==> config.mk <==
export PLATFORM = sky130hd
export DESIGN_NAME = xy_router_vc
export DESIGN_NICKNAME = d
export VERILOG_FILES = /design/src/rtl/xy_router_vc.sv
export SDC_FILE = /design/constraint.sdc
export NUM_CORES = 2
export LEC_CHECK = 0
export ABC_AREA = 1
export BUFFER_PORTS_ARGS = -buffer_cell sky130_fd_sc_hd__buf_4
export CAP_MARGIN = 10
export CORE_ASPECT_RATIO = 1.4
export CORE_MARGIN = 1
export CORE_UTILIZATION = 47
export DETAILED_ROUTE_END_ITERATION = 8
export HOLD_SLACK_MARGIN = 0.02
export PLACE_DENSITY_LB_ADDON = 0.08
export SYNTH_ARGS = -nofsm -noshare
export SYNTH_HDL_FRONTEND = slang
export SYNTH_SLANG_ARGS = --single-unit
==> constraint.sdc <==
create_clock -name clk -period 5.8 [get_ports clk]
set_clock_uncertainty 0.05 [all_clocks]
set_input_delay 0.29 -clock clk [delete_from_list [all_inputs] [get_ports clk]]
set_output_delay 0.29 -clock clk [all_outputs]
set_load 0.02 [all_outputs]
==> src/rtl/xy_router_vc.sv <==
// xy_router_vc: five-port mesh router node (PE, W, E, S, N) with per-input FIFOs,
// X-then-Y routing on the head flit, per-output round-robin arbitration and
// registered valid/ready outputs. Optional even/odd virtual-channel gating keyed to
// a free-running polarity bit.
module xy_router_vc #(
    parameter int DATA_WIDTH = 64,
    parameter int FIFO_DEPTH = 4,
    parameter int COORD_W    = 4,
    parameter int DEST_LSB   = 32,
    parameter int CUR_X      = 0,
    parameter int CUR_Y      = 0,
    parameter int VC_MODE    = 0
) (
    input  logic                    clk,
    input  logic                    reset,
    output logic                    polarity,
    input  logic [4:0]              in_si,
    input  logic [5*DATA_WIDTH-1:0] in_di,
    output logic [4:0]              in_ri,
    output logic [4:0]              out_so,
    input  logic [4:0]              out_ro,
    output logic [5*DATA_WIDTH-1:0] out_do
);

    localparam int NP = 5;
    localparam int AW = (FIFO_DEPTH > 1) ? $clog2(FIFO_DEPTH) : 1;
    localparam int CW = AW + 1;
    localparam logic [CW-1:0] DEPTH_C = CW'(FIFO_DEPTH);

    localparam logic [2:0] P_PE = 3'd0;
    localparam logic [2:0] P_W  = 3'd1;
    localparam logic [2:0] P_E  = 3'd2;
    localparam logic [2:0] P_S  = 3'd3;
    localparam logic [2:0] P_N  = 3'd4;

    localparam logic [COORD_W-1:0] CUR_X_C = COORD_W'(CUR_X);
    localparam logic [COORD_W-1:0] CUR_Y_C = COORD_W'(CUR_Y);

    logic [DATA_WIDTH-1:0] fifo_mem [NP][FIFO_DEPTH];
    logic [AW-1:0]         rd_ptr   [NP];
    logic [AW-1:0]         wr_ptr   [NP];
    logic [CW-1:0]         count    [NP];
    logic [DATA_WIDTH-1:0] head     [NP];
    logic [2:0]            route    [NP];
    logic [2:0]            grant_idx[NP];
    logic [2:0]            arb_ptr  [NP];
    logic [NP-1:0]         push;
    logic [NP-1:0]         pop;
    logic [NP-1:0]         eligible;
    logic [NP-1:0]         load_ok;
    logic [NP-1:0]         grant_valid;

    // X first, then Y; a route back out of the arrival port is delivered locally instead.
    function automatic logic [2:0] xy_route(input logic [DATA_WIDTH-1:0] flit,
                                            input logic [2:0]            arrival);
        logic [COORD_W-1:0] dx;
        logic [COORD_W-1:0] dy;
        logic [2:0]         r;
        dx = flit[DEST_LSB +: COORD_W];
        dy = flit[DEST_LSB + COORD_W +: COORD_W];
        if (dx > CUR_X_C)      r = P_E;
        else if (dx < CUR_X_C) r = P_W;
        else if (dy > CUR_Y_C) r = P_N;
        else if (dy < CUR_Y_C) r = P_S;
        else                   r = P_PE;
        if (r == arrival) r = P_PE;
        return r;
    endfunction

    // Round-robin candidate: base + k, wrapping 4 -> 0.
    function automatic logic [2:0] rr_index(input logic [2:0] base, input int k);
        int s;
        s = int'(base) + k;
        if (s >= NP) s = s - NP;
        return 3'(s);
    endfunction

    // FIFO status, head-of-line route and eligibility, output slot availability
    always_comb begin
        for (int p = 0; p < NP; p++) begin
            in_ri[p]    = (count[p] != DEPTH_C);
            push[p]     = in_si[p] && (count[p] != DEPTH_C);
            head[p]     = fifo_mem[p][rd_ptr[p]];
            route[p]    = xy_route(head[p], 3'(p));
            eligible[p] = (count[p] != '0) &&
                          ((VC_MODE == 0) || (head[p][DATA_WIDTH-1] == polarity));
            load_ok[p]  = !out_so[p] || out_ro[p];
        end
    end

    // Per-output round-robin search starting at the output's pointer
    always_comb begin
        for (int o = 0; o < NP; o++) begin
            grant_valid[o] = 1'b0;
            grant_idx[o]   = 3'd0;
            for (int k = 0; k < NP; k++) begin
                if (load_ok[o] && !grant_valid[o] &&
                    eligible[rr_index(arb_ptr[o], k)] &&
                    (route[rr_index(arb_ptr[o], k)] == 3'(o))) begin
                    grant_valid[o] = 1'b1;
                    grant_idx[o]   = rr_index(arb_ptr[o], k);
                end
            end
        end
    end

    // Each input routes to exactly one output, so at most one grant pops a given FIFO
    always_comb begin
        pop = '0;
        for (int o = 0; o < NP; o++) begin
            if (grant_valid[o]) pop[grant_idx[o]] = 1'b1;
        end
    end

    // Input FIFO storage, pointers and occupancy
    always_ff @(posedge clk) begin
        if (reset) begin
            for (int p = 0; p < NP; p++) begin
                rd_ptr[p] <= '0;
                wr_ptr[p] <= '0;
                count[p]  <= '0;
            end
        end else begin
            for (int p = 0; p < NP; p++) begin
                if (push[p]) begin
                    fifo_mem[p][wr_ptr[p]] <= in_di[p*DATA_WIDTH +: DATA_WIDTH];
                    wr_ptr[p]              <= wr_ptr[p] + AW'(1);
                end
                if (pop[p]) rd_ptr[p] <= rd_ptr[p] + AW'(1);
                case ({push[p], pop[p]})
                    2'b10:   count[p] <= count[p] + CW'(1);
                    2'b01:   count[p] <= count[p] - CW'(1);
                    default: count[p] <= count[p];
                endcase
            end
        end
    end

    // Output registers and arbiter pointers; a stalled slot holds its flit
    always_ff @(posedge clk) begin
        if (reset) begin
            out_so <= '0;
            out_do <= '0;
            for (int o = 0; o < NP; o++) arb_ptr[o] <= 3'd0;
        end else begin
            for (int o = 0; o < NP; o++) begin
                if (grant_valid[o]) begin
                    out_do[o*DATA_WIDTH +: DATA_WIDTH] <= head[grant_idx[o]];
                    out_so[o]  <= 1'b1;
                    arb_ptr[o] <= (grant_idx[o] == 3'd4) ? 3'd0 : grant_idx[o] + 3'd1;
                end else if (out_ro[o]) begin
                    out_so[o] <= 1'b0;
                end
            end
        end
    end

    // Even/odd cycle marker for virtual-channel gating
    always_ff @(posedge clk) begin
        if (reset) polarity <= 1'b0;
        else       polarity <= ~polarity;
    end

endmodule
# Yosys cells after proc, flatten, opt, wreduce, memory -nomap -nowiden
# Memories as Yosys holds them, arrays and structs flattened.
# Cells that the tools add are included.
classes:
  muxes: 422
  add_sub_neg: 70
  order_cmp: 125
  n_bitwise: 75
  reduce_logical: 136
  n_eq_ne: 44
ops:
  columns: ["operator", "n"]
  rows:
  - ["64-bit two-way mux", 25]
  - ["256-bit two-way mux", 5]
  - ["64-bit binary-select mux with 3-bit select", 5]
  - ["64-bit binary-select mux with 2-bit select", 5]
  - ["64-bit demux with 2-bit select", 5]
  - ["3-bit two-way mux", 145]
  - ["3-bit binary-select mux with 3-bit select", 25]
  - ["1-bit two-way mux", 157]
  - ["4-bit greater-or-equal comparator, second input constant", 30]
  - ["3-bit by 4-bit less-than comparator with 1-bit output, second input constant", 30]
  - ["3-bit inverter with 4-bit output", 30]
  - ["1-bit logical AND", 85]
  - ["4-bit by 3-bit greater-or-equal comparator with 1-bit output, second input constant", 20]
  - ["1-bit binary-select mux with 3-bit select", 25]
  - ["3-bit subtractor, second input constant", 25]
  - ["3-bit greater-or-equal comparator, second input constant", 15]
  - ["3-bit by 2-bit adder with 4-bit output, second input constant", 10]
  - ["4-bit by 1-bit greater-than comparator with 1-bit output, second input constant", 10]
  - ["4-bit by 1-bit less-than comparator with 1-bit output, second input constant", 10]
  - ["3-bit by 2-bit equality test with 1-bit output, second input constant", 12]
  - ["3-bit equality test, second input constant", 11]
  - ["3-bit by 1-bit adder with 3-bit output, second input constant", 10]
  - ["2-bit two-way mux", 15]
  - ["2-bit inverter with 3-bit output", 10]
  - ["other kinds (21)", 152]
totals:
  inputBits: 332
  ff_bits: 326
  mem_count: 5
  mem_bits_rw: 1330
memory_table:
  columns: ["name", "depth", "word_bits", "read_ports", "rd_clocked_by_memory_dff", "write_ports", "line_no", "rtl"]
  rows:
  - ["fifo_mem", 5, 256, 5, 0, 5, "39", "logic [DATA_WIDTH-1:0] fifo_mem [NP][FIFO_DEPTH];"]
  - ["arb_ptr", 5, 3, 5, 0, 5, "46", "logic [2:0] arb_ptr [NP];"]
  - ["count", 5, 3, 5, 0, 5, "42", "logic [CW-1:0] count [NP];"]
  - ["rd_ptr", 5, 2, 5, 0, 5, "40", "logic [AW-1:0] rd_ptr [NP];"]
  - ["wr_ptr", 5, 2, 5, 0, 5, "41", "logic [AW-1:0] wr_ptr [NP];"]

# Depth between registers and ports, before layout
# An unclocked memory read counts as a cell.
logic_depth:
  depth_word: 58
  mapped_depth: 33

# Worst setup path before layout
# OpenSTA, ideal clock, no wires.
synth_timing:
  kind: "register to register"
  from: "memory arb_ptr[0][0]"
  to: "memory count[0][2] (netlist name) (data pin)"
  slack_ps: 1116
  stages_incl_launch_ff: 30
  t_arrival_ps: 4368
  n_path_buf: 2
  setup_ps: 266
  synth_period_minus_slack_ps: 4684
  cell_sequence: "edfxtp_1 -> buf_4 -> inv_1 -> ha_1 -> inv_1 -> fa_1 -> a21oi_1 -> xor2_1 -> o21ai_0 -> inv_1 -> nand2_1 -> nand2_1 -> nor2_1 -> nand3_1 -> clkinv_1 -> nand3_1 -> nand2_1 -> o21ai_1 -> nand3_4 -> nor2_4 -> buf_4 -> nand3_1 -> nand3_1 -> ha_1 -> nand2_1 -> fa_1 -> xnor2_1 -> xnor2_1 -> inv_1 -> nor2_1"
synth_rtl:
  columns: ["element", "line_no"]
  rows:
  - ["start, declared", "46"]
  - ["end, declared", "42"]

==> results.sh <==
export IMPL_wirelength_um=251000
export IMPL_crit_path_top_delay_cell="buf_4"
export IMPL_htreeDepth=4
export IMPL_cp_max_fo=70
export IMPL_antenna_found_initial=30
export IMPL_cp_arrival_ps=6110
export IMPL_slew_headroom_pct=11.18
export IMPL_fin_nets=8206
export IMPL_final_util_pct=56.67
export IMPL_rsz0062_at_grt="false"
export IMPL_firstDrtPassIters=9
export IMPL_cts_buffers=149
export IMPL_critical_path_class="flop to flop"
export IMPL_pin_count=663
export IMPL_min_period_ps=5409
export IMPL_overflow=0
export IMPL_cp_required_ps=6500
export IMPL_final_common_cell="nand2_1"
export IMPL_ys_async_sr_fraction_pct=0
export IMPL_synth_edf_count=1324
export IMPL_critPathMaxStageDelay_ps=860
export IMPL_placed_cells=9259
export IMPL_floorplan_die_height_um=456.7
export IMPL_mostFrequentLayoutCells="nand2_1 (2244), edfxtp_1 (1324), buf_4 (649)"
export IMPL_clk_latency_ps=830
export IMPL_slew_viol_final=0
export IMPL_ys_seq_area_share_pct=62.93
export IMPL_ys_ff_latch=1520
export IMPL_route_vias_total=54980
export IMPL_post_dp_hpwl_um=174300
export IMPL_grt_usage_pct=33.08
export IMPL_clockBufferDepth=3
export IMPL_tritoncts="built"
export IMPL_start_util_pct=47.41
export IMPL_finalWeightedCongestion=0.9621
export IMPL_grt_pass1_vias=50720
export IMPL_hold_violations=0
export IMPL_clock_fmax_mhz=184.9
export IMPL_fillers=12890
export IMPL_cts_sinks=1520
export IMPL_outcome="finished, final reports clean"
export IMPL_synthTopCellsByArea="edfxtp_1 (57%), nand2_1 (12%), dfxtp_1 (5.7%)"
export IMPL_cp_num_buf_inv=3
export IMPL_synth_area_um2=69420
export IMPL_setup_viol_count_final=0
export IMPL_path_cells="clkinv_2 > nand2_1 > nand3_1 > nand2_1 > nand2_1 > nor2_4 > nand2_1 > nor2_1 > a21oi_1 > o21ai_1 > nand3_1 > nand3_1 > nor2_2 > nand4_4 > buf_4 > buf_4 > nand3_1 > nand2_1 > nand2_1 > nand2_1 > nand2_1 > nand2_1"
export IMPL_synth_top_area_cell="edfxtp_1"
export IMPL_grt_pass1_wl_um=356200
export IMPL_routed_via_density=5.567
export IMPL_fp_dieArea_um2=149300
export IMPL_worst_pin_slew_ps=1332
export IMPL_period_share_pct=93.26
export IMPL_drv_cap=0
export IMPL_ant_nets=0
export IMPL_dr_first_iter_drc_count=5587
export IMPL_wl_per_cell_um=25.42
export IMPL_ys_flop_type="edfxtp_1"
export IMPL_synth_yosys_warnings=0
export IMPL_finalNonFillerCells=9875
export IMPL_avgSynthCellArea_um2=9.789
export IMPL_die_w_um=326.8
export IMPL_post_synth_top_area_fraction_pct=57.28
export IMPL_register_area_um2=43680
export IMPL_cts_root_buf="clkbuf_16"
export IMPL_row_count=166
export IMPL_cts_reportedPaths_clkPinSlew_ps=60
export IMPL_finalSetupTns_ps=0
export IMPL_portBuffers=530
export IMPL_hold_class="primary input to flop"
export IMPL_start_kind="flop"
export IMPL_syn_to_final_growth_pct=19.54
export IMPL_drive_gt1_share_pct=12.31
export IMPL_core_area_um2=146400
export IMPL_ys_types=46
export IMPL_grt_max_degree=131
export IMPL_cp_common_cell="nand2_1"
export IMPL_route_detailed_drc=0
export IMPL_cp_top_family="simple AND/OR/NAND/NOR gates"
export IMPL_end_kind="flop"
export IMPL_syn_instance_count=7091
export IMPL_multi_input_area_um2=21780
-- tightest hold or removal path, cell delays in order --
cell and delay (ps):
buf_4 80, nand2_1 280, nand2_1 210
-- path summary, 6_finish.rpt --
kind / startpoint / to / slack [ps] / cells after the start
worst max-delay path: rd_ptr[0][2]$_SDFFCE_PP0P_ / out_do[302]$_SDFFE_PP0N_ / 390 / 22
worst min-delay path: in_si[1] / wr_ptr[0][2]$_SDFFCE_PP0P_ / 140 / 3
worst max register to register: rd_ptr[0][2]$_SDFFCE_PP0P_ / out_do[302]$_SDFFE_PP0N_ / 390 / 22
worst min register to register: polarity$_SDFF_PP0_ / polarity$_SDFF_PP0_ / 360 / 1
-- per-layer routing --
| metal | routed length (um) | global-route usage, % | vias to the layer above |
|---|---|---|---|
| met5 | 89 | 0 | - |
| met4 | 21400 | 24.28 | 12 |
| met3 | 19420 | 5.720 | 506 |
| met2 | 114600 | 51.43 | 2547 |
| met1 | 95560 | 41.54 | 26670 |
| li1 | - | - | 25250 |
-- cells in the mapped netlist, drive strengths merged, types with 29 or more instances --
cell	n
nor2	545
nand4	29
o21ai	319
nand2	2257
nand3b	59
clkbuf	230
dfxtp	196
a22oi	56
inv	459
buf	323
edfxtp	1324
ha	61
o22ai	64
a32oi	129
nand3	643
a21oi	331
-- area by class of cell --
type | count | area share [%]
Clock inverter | 63 | 0.7570
Sequential cell | 1520 | 52.64
Antenna cell | 13 | 0.03921
Multi-Input combinational cell | 4683 | 26.25
Tap cell | 1932 | 2.913
Timing Repair Buffer | 988 | 10.09
Inverter | 464 | 2.111
Clock buffer | 212 | 5.190
-- kinds of logic (layout without fill, tap and decap cells) --
logic type | Yosys count | count (layout) | synth area share, %
simple gates | 3540 | 3540 | 20.98
other cells | 1 | 143 | 0.005402
fa+ha+maj | 68 | 68 | 1.301
compound gates | 919 | 919 | 7.731
mux | 1 | 1 | 0.01442
buf+inv | 1017 | 1727 | 6.711
xor+xnor | 25 | 25 | 0.3263
flops | 1520 | 1520 | 62.93
-- timing repair --
action / in CTS / in global routing
resized for setup: 0 / 0
hold endpoints to repair: 1310 / 0
endpoints found under the setup margin: 0 / 0
buffers inserted: 0 / 0
hold buffers: 328 / 0
-- metrics by stage --
stage | setup slack, ps | area [um2] | hold slack, ps
final | 390.9 | 82980 | 143.1
after global routing | 49.81 | 82960 | 128.7
after CTS | 545.1 | 82940 | 90.14
after detailed placement | 558.8 | 74730 | 350.4
after global placement | 587.8 | 74730 | 344.2
after floorplan | 1116 | 69900 | 338.9
-- sequential cells by signal (all words and copies together), names as in the netlist --
signal,cells
fifo_mem,1280
out_do,192
count,15
rd_ptr,10
wr_ptr,10
arb_ptr,9
out_so,3
polarity,1
Power is left out: the tool's default activity adds up to more than one toggle a clock period on the data nets, which glitch-free logic cannot reach.
